<file path="src/rtl/spi_master_pkg.sv">
// ---------------------------------------------------------------------------
// spi_master_pkg
// Shared constants for the SPI mode-0 initiator: frame geometry, command
// encoding, FSM state codes and the frame-building helper.
// ---------------------------------------------------------------------------
package spi_master_pkg;

  localparam int FRAME_BITS = 16;
  localparam int ADDR_W     = 7;
  localparam int DATA_W     = 8;

  localparam logic CMD_READ  = 1'b1;
  localparam logic CMD_WRITE = 1'b0;

  // FSM state codes
  localparam logic [2:0] ST_IDLE  = 3'd0;
  localparam logic [2:0] ST_SETUP = 3'd1;
  localparam logic [2:0] ST_SHIFT = 3'd2;
  localparam logic [2:0] ST_HOLD  = 3'd3;
  localparam logic [2:0] ST_GAP   = 3'd4;

  // Command byte {addr, rw} followed by the data byte. A read sends a zero
  // data byte because the slave is driving MISO during that phase.
  function automatic logic [FRAME_BITS-1:0] build_frame(
    input logic [ADDR_W-1:0] a,
    input logic              r,
    input logic [DATA_W-1:0] d
  );
    return {a, r, (r == CMD_WRITE) ? d : {DATA_W{1'b0}}};
  endfunction

endpackage

</file>
<file path="src/rtl/spi_clkgen.sv">
// ---------------------------------------------------------------------------
// spi_clkgen
// Bit-period counter for the SPI shift phase. One SCLK period is 2*CLKDIV
// system clocks. The ticks announce the SCLK edge that the owner should
// register on the coming clock edge.
//
// Ports:
//   clk        system clock
//   rst_n      asynchronous active-low reset
//   en_i       counting enable; the counter is held at zero when low
//   fall_tick  last cycle of the high phase (SCLK falls on the next edge)
//   rise_tick  last cycle of the low phase (SCLK rises on the next edge)
// ---------------------------------------------------------------------------
module spi_clkgen #(
  parameter int CLKDIV = 16
) (
  input  logic clk,
  input  logic rst_n,
  input  logic en_i,
  output logic rise_tick,
  output logic fall_tick
);

  localparam int            CW        = $clog2(2 * CLKDIV);
  localparam logic [CW-1:0] HALF_LAST = CW'(CLKDIV - 1);
  localparam logic [CW-1:0] FULL_LAST = CW'(2 * CLKDIV - 1);

  logic [CW-1:0] cnt_q, cnt_d;

  // Count 0 .. 2*CLKDIV-1 within each bit period, wrap, and stay cleared
  // while disabled so every shift phase starts at the beginning of a period.
  always_comb begin
    cnt_d = '0;
    if (en_i && (cnt_q != FULL_LAST)) begin
      cnt_d = cnt_q + 1'b1;
    end
  end

  always_ff @(posedge clk or negedge rst_n) begin
    if (!rst_n) begin
      cnt_q <= '0;
    end else begin
      cnt_q <= cnt_d;
    end
  end

  assign fall_tick = en_i && (cnt_q == HALF_LAST);
  assign rise_tick = en_i && (cnt_q == FULL_LAST);

endmodule

</file>
<file path="src/rtl/spi_master.sv">
// ---------------------------------------------------------------------------
// spi_master
// SPI mode-0, MSB-first initiator issuing single-byte read/write transactions
// as a 16-bit frame {addr[6:0], rw, data[7:0]}.
//
// Parameters:
//   CLKDIV     system clocks per SCLK half-period (minimum 4)
//
// Ports:
//   clk, rst_n           system clock, asynchronous active-low reset
//   start, rw, addr, wdata   request (start sampled only while idle)
//   busy                 transaction in progress, including the CS gap
//   done                 one-cycle pulse at the end of a transaction
//   rdata                last read result
//   sclk_pin, cs_pin, mosi_pin, miso_pin   SPI wires
//
// Build option:
//   SPI_MASTER_MISO_SYNC_EN  route miso_pin through a two-flop synchronizer
// ---------------------------------------------------------------------------
module spi_master
  import spi_master_pkg::*;
#(
  parameter int CLKDIV = 16
) (
  input  logic              clk,
  input  logic              rst_n,
  input  logic              start,
  input  logic              rw,
  input  logic [ADDR_W-1:0] addr,
  input  logic [DATA_W-1:0] wdata,
  output logic              busy,
  output logic              done,
  output logic [DATA_W-1:0] rdata,
  output logic              sclk_pin,
  output logic              cs_pin,
  output logic              mosi_pin,
  input  logic              miso_pin
);

  localparam int            TW       = (CLKDIV > 1) ? $clog2(CLKDIV) : 1;
  localparam logic [TW-1:0] TMR_LAST = TW'(CLKDIV - 1);
  localparam int            BW       = $clog2(FRAME_BITS);
  localparam logic [BW-1:0] BIT_LAST = BW'(FRAME_BITS - 1);

  logic [2:0]            state_q, state_d;
  logic [TW-1:0]         tmr_q, tmr_d;
  logic [BW-1:0]         bit_q, bit_d;
  logic [FRAME_BITS-1:0] frame_q, frame_d;
  logic                  rw_q, rw_d;
  logic                  sclk_q, sclk_d;
  logic                  cs_q, cs_d;
  logic                  busy_q, busy_d;
  logic                  done_q, done_d;
  logic                  cap_q, cap_d;
  logic [DATA_W-1:0]     rdata_q, rdata_d;
  logic [DATA_W-1:0]     rshift_q, rshift_d;

  logic [FRAME_BITS-1:0] req_frame;
  logic                  rise_tick, fall_tick;
  logic                  miso_s;
  logic                  tmr_end;

  assign req_frame = build_frame(addr, rw, wdata);
  assign tmr_end   = (tmr_q == TMR_LAST);

  spi_clkgen #(
    .CLKDIV (CLKDIV)
  ) u_clkgen (
    .clk       (clk),
    .rst_n     (rst_n),
    .en_i      (state_q == ST_SHIFT),
    .rise_tick (rise_tick),
    .fall_tick (fall_tick)
  );

`ifdef SPI_MASTER_MISO_SYNC_EN
  logic [1:0] miso_sync_q;

  always_ff @(posedge clk or negedge rst_n) begin
    if (!rst_n) begin
      miso_sync_q <= 2'b00;
    end else begin
      miso_sync_q <= {miso_sync_q[0], miso_pin};
    end
  end

  assign miso_s = miso_sync_q[1];
`else
  assign miso_s = miso_pin;
`endif

  // Transaction sequencer. tmr_q times the SETUP/HOLD/GAP phases; the clkgen
  // ticks pace the SHIFT phase. MOSI is the top bit of frame_q, so shifting
  // on each SCLK fall presents the next bit and leaves zero after the last.
  always_comb begin
    state_d  = state_q;
    tmr_d    = tmr_q;
    bit_d    = bit_q;
    frame_d  = frame_q;
    rw_d     = rw_q;
    sclk_d   = sclk_q;
    cs_d     = cs_q;
    busy_d   = busy_q;
    done_d   = 1'b0;
    cap_d    = 1'b0;
    rdata_d  = rdata_q;
    rshift_d = rshift_q;

    // cap_q marks the first high cycle of SCLK; only the data byte's bits
    // (upper half of the bit index) feed the read shift register.
    if (cap_q && bit_q[BW-1]) begin
      rshift_d = {rshift_q[DATA_W-2:0], miso_s};
    end

    case (state_q)
      ST_IDLE: begin
        if (start) begin
          state_d = ST_SETUP;
          tmr_d   = '0;
          rw_d    = rw;
          frame_d = req_frame;
          cs_d    = 1'b0;
          busy_d  = 1'b1;
        end
      end

      ST_SETUP: begin
        if (tmr_end) begin
          state_d = ST_SHIFT;
          tmr_d   = '0;
          bit_d   = '0;
          sclk_d  = 1'b1;
          cap_d   = 1'b1;
        end else begin
          tmr_d = tmr_q + 1'b1;
        end
      end

      ST_SHIFT: begin
        if (fall_tick) begin
          sclk_d  = 1'b0;
          frame_d = {frame_q[FRAME_BITS-2:0], 1'b0};
        end
        if (rise_tick) begin
          if (bit_q == BIT_LAST) begin
            state_d = ST_HOLD;
            tmr_d   = '0;
          end else begin
            bit_d  = bit_q + 1'b1;
            sclk_d = 1'b1;
            cap_d  = 1'b1;
          end
        end
      end

      ST_HOLD: begin
        if (tmr_end) begin
          state_d = ST_GAP;
          tmr_d   = '0;
          cs_d    = 1'b1;
          frame_d = '0;
          done_d  = 1'b1;
          if (rw_q == CMD_READ) begin
            rdata_d = rshift_q;
          end
        end else begin
          tmr_d = tmr_q + 1'b1;
        end
      end

      ST_GAP: begin
        if (tmr_end) begin
          state_d = ST_IDLE;
          tmr_d   = '0;
          busy_d  = 1'b0;
        end else begin
          tmr_d = tmr_q + 1'b1;
        end
      end

      default: begin
        state_d = ST_IDLE;
        tmr_d   = '0;
        frame_d = '0;
        sclk_d  = 1'b0;
        cs_d    = 1'b1;
        busy_d  = 1'b0;
      end
    endcase
  end

  // Every output comes straight from a flop; reset abandons any partial frame.
  always_ff @(posedge clk or negedge rst_n) begin
    if (!rst_n) begin
      state_q  <= ST_IDLE;
      tmr_q    <= '0;
      bit_q    <= '0;
      frame_q  <= '0;
      rw_q     <= 1'b0;
      sclk_q   <= 1'b0;
      cs_q     <= 1'b1;
      busy_q   <= 1'b0;
      done_q   <= 1'b0;
      cap_q    <= 1'b0;
      rdata_q  <= '0;
      rshift_q <= '0;
    end else begin
      state_q  <= state_d;
      tmr_q    <= tmr_d;
      bit_q    <= bit_d;
      frame_q  <= frame_d;
      rw_q     <= rw_d;
      sclk_q   <= sclk_d;
      cs_q     <= cs_d;
      busy_q   <= busy_d;
      done_q   <= done_d;
      cap_q    <= cap_d;
      rdata_q  <= rdata_d;
      rshift_q <= rshift_d;
    end
  end

  assign busy     = busy_q;
  assign done     = done_q;
  assign rdata    = rdata_q;
  assign sclk_pin = sclk_q;
  assign cs_pin   = cs_q;
  assign mosi_pin = frame_q[FRAME_BITS-1];

endmodule
</file>
<file path="config.mk">
export PLATFORM = sky130hd
export DESIGN_NAME = spi_master
export DESIGN_NICKNAME = d
export VERILOG_FILES = /design/src/rtl/spi_master_pkg.sv /design/src/rtl/spi_clkgen.sv /design/src/rtl/spi_master.sv
export SDC_FILE = /design/constraint.sdc
export NUM_CORES = 1
export LEC_CHECK = 0
export ABC_AREA = 1
export CAP_MARGIN = 20
export CORE_MARGIN = 2
export CORE_UTILIZATION = 47
export DETAILED_ROUTE_END_ITERATION = 12
export PLACE_DENSITY = 0.66
export RECOVER_POWER = 25
export SLEW_MARGIN = 20
export SYNTH_ARGS = -nofsm -noshare
export SYNTH_HDL_FRONTEND = slang
export SYNTH_SLANG_ARGS = --single-unit
</file>
<file path="constraint.sdc">
create_clock -name clk -period 2.65 [get_ports clk]
set_input_delay 0.265 -clock clk [delete_from_list [all_inputs] [get_ports clk]]
set_output_delay 0.265 -clock clk [all_outputs]
set_load 0.02 [all_outputs]
</file>
[Word-level counts from Yosys, hierarchy flattened]
Index checks and enable logic that the tools add are counted.
Operators by class
  add/sub/neg operators: 3
  eq/ne operators: 17
  mux-type cells: 37
  bitwise operators: 4
  reduce and logical (&&, ||, !) cells: 20
Operators with widths (count)
  $pmux 16 s4: 1
  $mux 16: 3
  $mux 4: 7
  $mux 3: 6
  $ne 2x2->1 const B: 8
  $pmux 3 s5: 1
  $pmux 4 s3: 1
  $reduce_and 3->1: 4
  $reduce_or 3->1: 4
  $mux 1: 11
  $pmux 1 s3: 3
  $add 4x1->4 const B: 2
  $eq 4x4->1 const B: 2
  $mux 8: 1
  $pmux 4 s2: 1
  $reduce_and 4->1: 2
  $eq 3x2->1 const B: 2
  $reduce_and 6->1: 1
  $add 5x1->5 const B: 1
  $eq 5x4->1 const B: 1
  $eq 5x5->1 const B: 1
  $mux 5: 1
  $ne 5x5->1 const B: 1
  $logic_and 1x1->1: 4
  8 further kinds: 12
Word-level totals
  flip-flop bits (word level): 54
  input port bits: 20
  logic and storage cells: 94

[Longest topological paths before layout]
Gate-level depths: netlist (run 1).
  depth after elaboration: 6
  gate-level depth with buffers: 10
  depth with buffers taken out: 9

[Hierarchy]
From an unflattened synthesis (run 1), not the netlist that was laid out.
Second synthesis, totals
  cell total of the unflattened synthesis: 331
  area total of the unflattened synthesis: 2760.1 µm²
By module, submodules not included
  spi_master: instances 1, cells an instance 300, area each 2507.4 µm²
  spi_clkgen: instances 1, cells an instance 31, area each 252.7 µm²

[Worst setup path after synthesis (run 1)]
No wires, ideal clock.
  path type: register to register
  from: register u_clkgen.cnt_q[0]
  to: register frame_q[10]
  library setup time: 0.116 ns
  arrival time: 1.411 ns
  required time: 2.534 ns
  setup slack: 1.122 ns
  stages on the path, launching flop included: 10
  path buffers: 1
  clock period less this slack: 1.528 ns
  path through: dfrtp_1 -> ha_1 -> nand2_1 -> nor2_1 -> ha_1 -> nor2_1 -> nor2_4 -> buf_4 -> nand3_1 -> nand2_1
On the way
  cells in the longest elaborated chain, start to end: 4
Ends and longest elaborated chain
  start, declared: line spi_clkgen.sv:28  | logic [CW-1:0] cnt_q, cnt_d;
  start signal, assigned: line spi_clkgen.sv:43  | cnt_q <= cnt_d;
  $eq 5x4->1: line spi_clkgen.sv:47  | assign fall_tick = en_i && (cnt_q == HALF_LAST);
  $logic_and 1x1->1: line spi_clkgen.sv:47
  $ne 2x2->1 (no line)
  $reduce_and 4->1 (no line)
  end signal, assigned: line spi_master.sv:211  | frame_q <= frame_d;
  end, declared: line spi_master.sv:48  | logic [FRAME_BITS-1:0] frame_q, frame_d;
Every way passes these cells.
A chain may end at the register's enable or synchronous reset.

[Final worst setup path (run 1)]
  from: register state_q[0]
  to: register bit_q[0]
On the way
  cells in the longest elaborated chain, start to end: 4
  elaborated cells on any way between the ends: 9
Ends and longest elaborated chain
  start, declared: line spi_master.sv:45  | logic [2:0] state_q, state_d;
  start signal, assigned: line spi_master.sv:208  | state_q <= state_d;
  $eq 3x2->1: line spi_master.sv:71, spi_master.sv:115
  $logic_and 1x1->1: line spi_clkgen.sv:48  | assign rise_tick = en_i && (cnt_q == FULL_LAST);
  $ne 2x2->1 (no line)
  $reduce_and 4->1 (no line)
  end signal, assigned: line spi_master.sv:210  | bit_q <= bit_d;
  end, declared: line spi_master.sv:47  | logic [BW-1:0] bit_q, bit_d;
Parallel ways exist; a longest one is shown, timed or not.

==> results of run 1 <==
routing by layer:
layer  GRT usage (%)  vias up  wire length [µm]
met4            4.74        0                59
met5               0        -                 0
met1            24.8      975              2450
li1                -     1076                 -
met2            29.9       29              2400
met3            4.42        6               201
sequential cells by signal (all words and copies together), names as in the netlist, 3 cells and up:
signal	cells
state_q	3
bit_q	4
tmr_q	4
rshift_q	8
frame_q	16
rdata	8
u_clkgen.cnt_q	5
power by group through the flow:
| stage | Clock (mW) | Combinational, mW | Sequential (mW) |
|---|---|---|---|
| after floorplan | 0 | 0.743 | 1.11 |
| after global placement | 0 | 0.957 | 1.11 |
| after detailed placement | 0 | 0.963 | 1.11 |
| after CTS | 0.470 | 0.973 | 1.10 |
| after global routing | 0.510 | 1.10 | 1.12 |
| final | 0.452 | 0.960 | 1.10 |
cells by family (layout without fill, tap and decap cells):
logic type | Yosys count | in the layout | synth area share (%)
flip-flops | 54 | 54 | 52.6
buffers and inverters | 33 | 67 | 5.45
adder cells (fa/ha/maj) | 5 | 5 | 2.43
multiplexers | 1 | 1 | 0.389
AND/OR/NAND/NOR | 191 | 191 | 32.3
XOR/XNOR | 4 | 4 | 1.36
AO/OA/AOI/OAI | 27 | 27 | 5.45
worst max-delay path, delay by kind of cell, from the launching register on:
| family | cells | cell delay, ns |
|---|---|---|
| simple gates | 4 | 0.98 |
| flops | 1 | 0.46 |
| buf+inv | 1 | 0.31 |
| mux | 1 | 0.09 |
through the flow:
stage,utilization (%),hold WS [ns],area [µm²],std cells,setup WS (ns)
4_1_cts,58.1,0.0968,3030,419,0.693
2_1_floorplan,-,-0.0306,2570,315,1.12
5_1_grt,58.1,0.449,3020,419,0.453
3_5_place_dp,56.5,0.432,2940,411,0.756
6_report,58.1,0.319,3020,419,0.693
3_3_place_gp,56.5,0.441,2940,411,0.807
cells in the mapped netlist, types with 2 or more instances:
master / instances / area [µm²]
o21ai_1: 8 / 40.0
buf_2: 4 / 20.0
nand2_2: 2 / 12.5
nand3_1: 28 / 140
nand3_2: 3 / 30.0
dfrtp_1: 53 / 1330
nor2_1: 18 / 67.6
o21ai_0: 15 / 75.1
nand2_1: 124 / 465
nand4_1: 11 / 68.8
inv_1: 23 / 86.3
ha_1: 5 / 62.6
xnor2_1: 2 / 17.5
xor2_1: 2 / 17.5
inv_2: 3 / 11.3
nor2_4: 2 / 22.5
a21oi_1: 2 / 10.0
layout make-up:
class	instances	area share, %
Clock buffer	6	2.40
Clock inverter	2	0.455
Inverter	26	3.23
Multi-Input combinational cell	228	35.7
Sequential cell	54	44.7
Tap cell	70	2.90
Timing Repair Buffer	33	10.6
worst paths after layout:
kind,start,end,slack [ns]
worst min register to register,u_clkgen.cnt_q[0],u_clkgen.cnt_q[0],0.47
worst max register to register,state_q[0],bit_q[0],0.69
max in group asynchronous,rst_n,rdata[2],1.53
worst min-delay path,rst_n,frame_q[3],0.32
worst max-delay path,state_q[0],bit_q[0],0.69
min in group clk,u_clkgen.cnt_q[0],u_clkgen.cnt_q[0],0.47
==> metrics.md, run 1 <==
| Metric | Value |
|---|---|
| Status | finished, final reports clean |
| Critical-path top delay cell | dfrtp_1 |
| Final period utilization | 73.9% |
| Distinct cells, synth | 27 |
| Highest clock rate | 0.511 GHz |
| First-pass GRT wire length | 8870 µm |
| WL/cell | 12.2 µm |
| Die X | 78.0 µm |
| Standard-cell rows | 26 |
| Most used DFF post-synth | dfrtp_1 |
| Cell-internal power | 1.47 mW |
| Die ar. | 6080 µm² |
| Synthesized cell area | 2570 µm² |
| DRC | 0 |
| Hold Vio Cnt, Final | 0 |
| Syn avg cell area | 8.17 µm² |
| DRT iter0 DRCs | 66 |
| Relative slew slack | 11.2% |
| RSZ-0062 raised after global routing | no |
| Hold Crit Class | in2async |
| Detailed Routing Iterations Pass 1 | 4 |
| Pwr Density | 829 nW/µm² |
| Syn Inst Count | 315 |
| Worst R2R Path Depth | 6 |
| CTS H-tree depth | 2 |
| Gpl congestion | 0.789 |
| Fraction of layout cells with a size suffix above 1 | 6.30% |
| Nature of the critical path endpoint | flip-flop |
| Max rail drop VDD | 0.356 mV |
| Fill cell count | 500 |
| Sequential-to-total area share from yosys stat | 52.6% |
| CP max FO | 19 |
| Sum of negative setup slack | 0 ns |
| Initial Util | 49.4% |
| Sw frac | 41.4% |
| Number of diodes | 0 |
| Worst setup path category | reg2reg |
| #FFs+latches synth | 54 |
| Crit path DAT | 2.15 ns |
| Max Slew Vio Count | 0 |
| CTS Sinks | 54 |
| Flop pwr share | 43.7% |
| Clk pwr share | 18.0% |
| Register Area | 1350 µm² |
| Final net count | 373 |
| Worst EP required | 2.84 ns |
| CP peak stage delay | 0.46 ns |
| Leakage | 1.51 nW |
| Most used cells in the layout excluding fill and tap cells | nand2_1, dfrtp_1, clkdlybuf4s50_1 |
| Setup bufs post-CTS | 0 |
| Ys async rst share | 100% |
| Clk_skew | 0.0108 ns |
| Largest net degree at the start of global routing | 55 |
| Core area | 5200 µm² |
| Initial antenna violation count | 0 |
| Inserted Clock Buffers | 5 |
| Worst setup SP type | flip-flop |
| # setup viols final | 0 |
| Reg clk slew, reported paths | 0.10 ns |
| Vias in the first global route | 1946 |
| Worst-Skew Late Latency | 0.31 ns |
| Area of the multi-input gates | 1080 µm² |
| Yosys Warn Count | 0 |
| Most common cell after layout, fill and taps aside | nand2_1 |
| PortBufs | 32 |
| Total power | 2.51 mW |
| Combinational share of power | 38.3% |
| Dpl hpwl | 3540 µm |
| Ports | 33 |
| Psw | 1.04 mW |
| CTS root buf | clkbuf_8 |
| Die Ht | 78.0 µm |
| Vias | 2086 |
| WL final | 5120 µm |
| Post-layout min period | 1.96 ns |
| Overall Global Routing Usage | 18.4% |
| CTS tree | built |
| Post-synth EDFFs | 0 |
| Hold_buf cts | 0 |
| Critical-path cell list | nor2_2, nand2_1, inv_2, nand3_2, nand2_1, mux2i_1 |
| GRT overflow | 0 |
| Vias/cell | 4.98 |
| Most used cell along the critical path | nand2_1 |
| Clock buffer depth | 2 |
| Post-cts resize count | 0 |
| Area growth from synthesis to layout | 17.6% |
| Syn_nets | 340 |
| Worst-Margin Slew | 1.33 ns |
| Post-route ant nets | 0 |
| Max-cap viol count | 0 |
No activity file was read; power rests on OpenSTA's default activity.
==> inputs of run 2 (changes only) <==
--- a/config.mk
+++ b/config.mk
@@ -10,7 +10,7 @@
 export CORE_MARGIN = 2
 export CORE_UTILIZATION = 47
 export DETAILED_ROUTE_END_ITERATION = 12
-export PLACE_DENSITY = 0.66
+export PLACE_DENSITY = 0.68
 export RECOVER_POWER = 25
 export SLEW_MARGIN = 20
 export SYNTH_ARGS = -nofsm -noshare
==> constraint.sdc (replaced) <==
create_clock -name clk -period 1.74 [get_ports clk]
set_input_delay 0.174 -clock clk [delete_from_list [all_inputs] [get_ports clk]]
set_output_delay 0.174 -clock clk [all_outputs]
set_load 0.02 [all_outputs]
==> metrics.md, run 2 (synthesis results as in run 1) <==
| Metric | Value |
|---|---|
| Initial antenna violation count | 0 |
| Clock buffer depth | 2 |
| Vias | 2088 |
| Standard-cell rows | 26 |
| Core area | 5200 µm² |
| CTS H-tree depth | 2 |
| RSZ-0062 raised after global routing | no |
| Fraction of layout cells with a size suffix above 1 | 10.5% |
| Pre-CTS setup slack | 0.0602 ns |
| Largest net degree at the start of global routing | 28 |
| Worst-Margin Slew | 0.707 ns |
| Overall Global Routing Usage | 19.5% |
| Hold Crit Class | in2async |
| Die X | 78.0 µm |
| Max-cap viol count | 0 |
| Relative slew slack | 52.8% |
| Worst EP required | 1.95 ns |
| # setup viols final | 0 |
| Detailed Routing Iterations Pass 1 | 4 |
| Hold Vio Cnt, Final | 0 |
| Worst setup path category | reg2reg |
| Vias/cell | 4.84 |
| Crit path DAT | 1.81 ns |
| Area growth from synthesis to layout | 22.9% |
| Most common cell after layout, fill and taps aside | nand2_1 |
| Util after Layout | 60.7% |
| Max Slew Vio Count | 0 |
| WL final | 5260 µm |
| First-pass GRT wire length | 9360 µm |
| Vias in the first global route | 2067 |
| Status | finished, final reports clean |
| Number of diodes | 0 |
| Inserted Clock Buffers | 5 |
| Initial Util | 49.4% |
| Nature of the critical path endpoint | flip-flop |
| Final period utilization | 92.4% |
| Ports | 33 |
| DRT iter0 DRCs | 97 |
| Most used cells in the layout excluding fill and tap cells | nand2_1, dfrtp_1, clkdlybuf4s50_1 |
| Sum of negative setup slack | 0 ns |
| Post-route ant nets | 0 |
| CTS root buf | clkbuf_8 |
| Reg with most FFs | frame_q |
| CTS tree | built |
| WL/cell | 12.2 µm |
| Reg clk slew, reported paths | 0.10 ns |
| Final net count | 386 |
| Highest clock rate | 0.622 GHz |
| CTS Sinks | 54 |
| Min setup slack post-route | 0.132 ns |
| Max FFs per register | 16 |
| PortBufs | 32 |
| Worst-Skew Late Latency | 0.31 ns |
| Worst setup SP type | flip-flop |
| Gpl congestion | 0.818 |
| Clk_skew | 0.00598 ns |
| Setup bufs post-CTS | 0 |
| Dpl hpwl | 3760 µm |
| Die Ht | 78.0 µm |
| GRT overflow | 0 |
| Pwr Density | 1330 nW/µm² |
| Leakage | 1.58 nW |
| DRC | 0 |
| Post-layout min period | 1.61 ns |
| CP max FO | 9 |
| Die ar. | 6080 µm² |
| Max rail drop VDD | 0.770 mV |
-- run 2: final timing paths --
path	from	to	slack, ns	depth (start not counted)
setup / recovery	u_clkgen.cnt_q[0]	frame_q[12]	0.13	9
hold / removal	rst_n	frame_q[5]	0.44	2
setup reg to reg	u_clkgen.cnt_q[0]	frame_q[12]	0.13	9
hold reg to reg	u_clkgen.cnt_q[0]	u_clkgen.cnt_q[0]	0.46	1
max in group asynchronous	rst_n	tmr_q[3]	0.54	3
min in group clk	miso_pin	rshift_q[0]	0.44	3
-- run 2: cell type report --
type	instances	area, µm²
clock buffers	6	82.6
clock inverters	1	30.0
fillers	477	2040
inverters	26	97.6
multi-input cells	228	1090
flip-flops and latches	54	1350
well taps	70	87.6
repair buffers	46	420
-- run 2: power breakdown --
| group | leakage (nW) | switching, mW | internal [mW] |
|---|---|---|---|
| combinational | 0.799 | 1.07 | 0.626 |
| clock | 0.0573 | 0.404 | 0.461 |
| sequential | 0.723 | 0.155 | 1.50 |
| total | 1.58 | 1.63 | 2.58 |
-- run 2: critical path: stages (launching register included) --
cell	delay, ns
dfrtp_1	0.40
ha_1	0.22
nand2_1	0.09
nor2_2	0.05
ha_1	0.19
nor2_2	0.18
nor2_4	0.06
buf_4	0.17
nand3_1	0.08
nand2_1	0.06
-- run 2: what timing repair did --
item	CTS	global route
hold endpoints to repair	24	0
resized for setup	0	4
hold buffers	1	0
setup endpoints to repair	0	21
-- run 2: stage by stage --
stage / total power, mW / hold WS [ns] / cells / instance area (µm²)
5_1_grt: 4.56 / 0.480 / 431 / 3160
3_3_place_gp: 3.35 / 0.226 / 423 / 3030
4_1_cts: 4.25 / 0.435 / 431 / 3150
6_report: 4.21 / 0.439 / 431 / 3160
3_5_place_dp: 3.38 / 0.232 / 423 / 3030
2_1_floorplan: 2.82 / -0.122 / 315 / 2570
-- run 2: layer usage --
layer	track usage (%)	vias to the layer above	wire (µm)
li1	-	1095	-
met2	32.1	32	2410
met4	6.32	0	80
met5	0	-	0
met1	26.0	955	2560
met3	3.72	6	212
==> edit (config.mk and constraints of run 2) <==
The option `SPI_MASTER_MISO_SYNC_EN` is turned on by a define.
--- a/src/rtl/spi_master.sv
+++ b/src/rtl/spi_master.sv
@@ -19,2 +19,4 @@
 // ---------------------------------------------------------------------------
+`define SPI_MASTER_MISO_SYNC_EN
+
 module spi_master
Behaviour: no difference found for any inputs over 10 cycles, from zero or initial values and one cycle with rst_n low; that may be too few to reach the edited logic, so the function may still have changed.
==> edit against run 2 <==
Routed wire length increased by 0.11%; setup slack worse by 0.037 ns; power rose by 1.1%; sequential cell count increased by 2; register-to-register slack improved by 0.05 ns; synthesized area increased by 4.6%; die area up 4.4%; first-iteration DRC count fell by 3.1%; final area up 3.8%.
==> edit: results (changes against run 2) <==
| Metric | Value |
|---|---|
| Status | finished clean |
| FILL cells | 494 (+3.6%) |
| Post-place setup slack | 0.02042 ns (-0.03973 ns) |
| HPWL Detailed | 3854 um (+2.6%) |
| Top post-synthesis cells by area | dfrtp_1 (51%), nand2_1 (18%), nand3_1 (5.2%) |
| GR Util met2 | 0.2916 (-0.02909) |
| Register area | 1403 sq um (+3.7%) |
| Int Pwr | 0.002497 W (-3.3%) |
| DR vias | 2132 (+2.1%) |
| Met2 wire length | 2371 um (-1.5%) |
| CP max-delay cell | clkdlybuf4s50_1 |
| Inverters | 23 (-12%) |
| Placed cell area | 3157 sq um (+4.2%) |
| Max_slew headroom | 0.1602 (-0.3682) |
| Comb pwr share | 0.427 (+0.024) |
| Seq pwr | 0.00172 W (+4%) |
| Comb pwr | 0.00182 W (+7%) |
| Initial DRC count | 94 (-3.1%) |
| Wl on met1 | 2578 um (+0.74%) |
| Avg Vias per Cell | 4.879 (+0.71%) |
| Post-synthesis xor/xnor area fraction | 0.01627 (+0.002653) |
| Post-synthesis adder-cell area fraction | 0.02325 (-0.001074) |
| Placed cell count | 428 (+1.2%) |
| Mux cell area share after synthesis | 0.003719 (-0.0001719) |
| Share of post-route cells with drive strength above 1 | 0.1151 (+0.009805) |
| Peak supply drop | 0.8064 mV (+4.7%) |
| Worst hold slack | 0.3786 ns (-0.06071 ns) |
| Fraction of area in multi-input gates | 0.3538 (+0.008717) |
| Largest net degree at the start of global routing | 21 (-25%) |
| Worst Hold Class | flop to flop |
| CP peak stage delay | 0.61 ns (+0.21 ns) |
| Buffers, non-clock | 45 (-2.2%) |
| Routability congestion estimate | 0.7966 (-2.6%) |
| Buffering overhead | 0.1376 (+0.004664) |
| ClkCell Share | 0.02745 (-0.008166) |
| Multi-input logic area | 1161 sq um (+6.4%) |
| Total Routing Usage GR | 0.1838 (-0.01085) |
| DIE AREA | 6347 sq um (+4.4%) |
| Post-Syn Nets | 345 (+1.5%) |
| Vias in the first global route | 1942 (-6.0%) |
| Met3 Wirelength | 241 um (+14%) |
| Final WL | 5265 um (+0.11%) |
| Pleak | 1.639 nW (+3.7%) |
| Period utilization | 0.9452 (+0.02123) |
| Cells after Synth | 320 (+1.6%) |
[edit: cells by family after synthesis]
logic type / Yosys count
AOI/OAI and AO/OA: 23
buffers and inverters: 31
adders and majority gates: 5
DFF: 56
xor gates and xnor gates: 5
muxes: 1
and+or+nand+nor: 199
[edit: repair_timing]
action                                  in CTS  in global routing
gates resized for setup                      1                  6
endpoints found under the hold margin       17                  0
pin swaps                                    0                  1
gates cloned                                 0                  0
hold buffers                                 1                  0
endpoints found under the setup margin       1                 25
[edit: worst max path at each step]
| stage | start | endpoint |
|---|---|---|
| detailed placement | u_clkgen.cnt_q[0] | tmr_q[0] |
| finish | cs_pin | cs_pin |
| floorplan | u_clkgen.cnt_q[0] | frame_q[5] |
| global route | u_clkgen.cnt_q[0] | tmr_q[0] |
| CTS | u_clkgen.cnt_q[0] | frame_q[12] |
| global placement | u_clkgen.cnt_q[0] | tmr_q[0] |
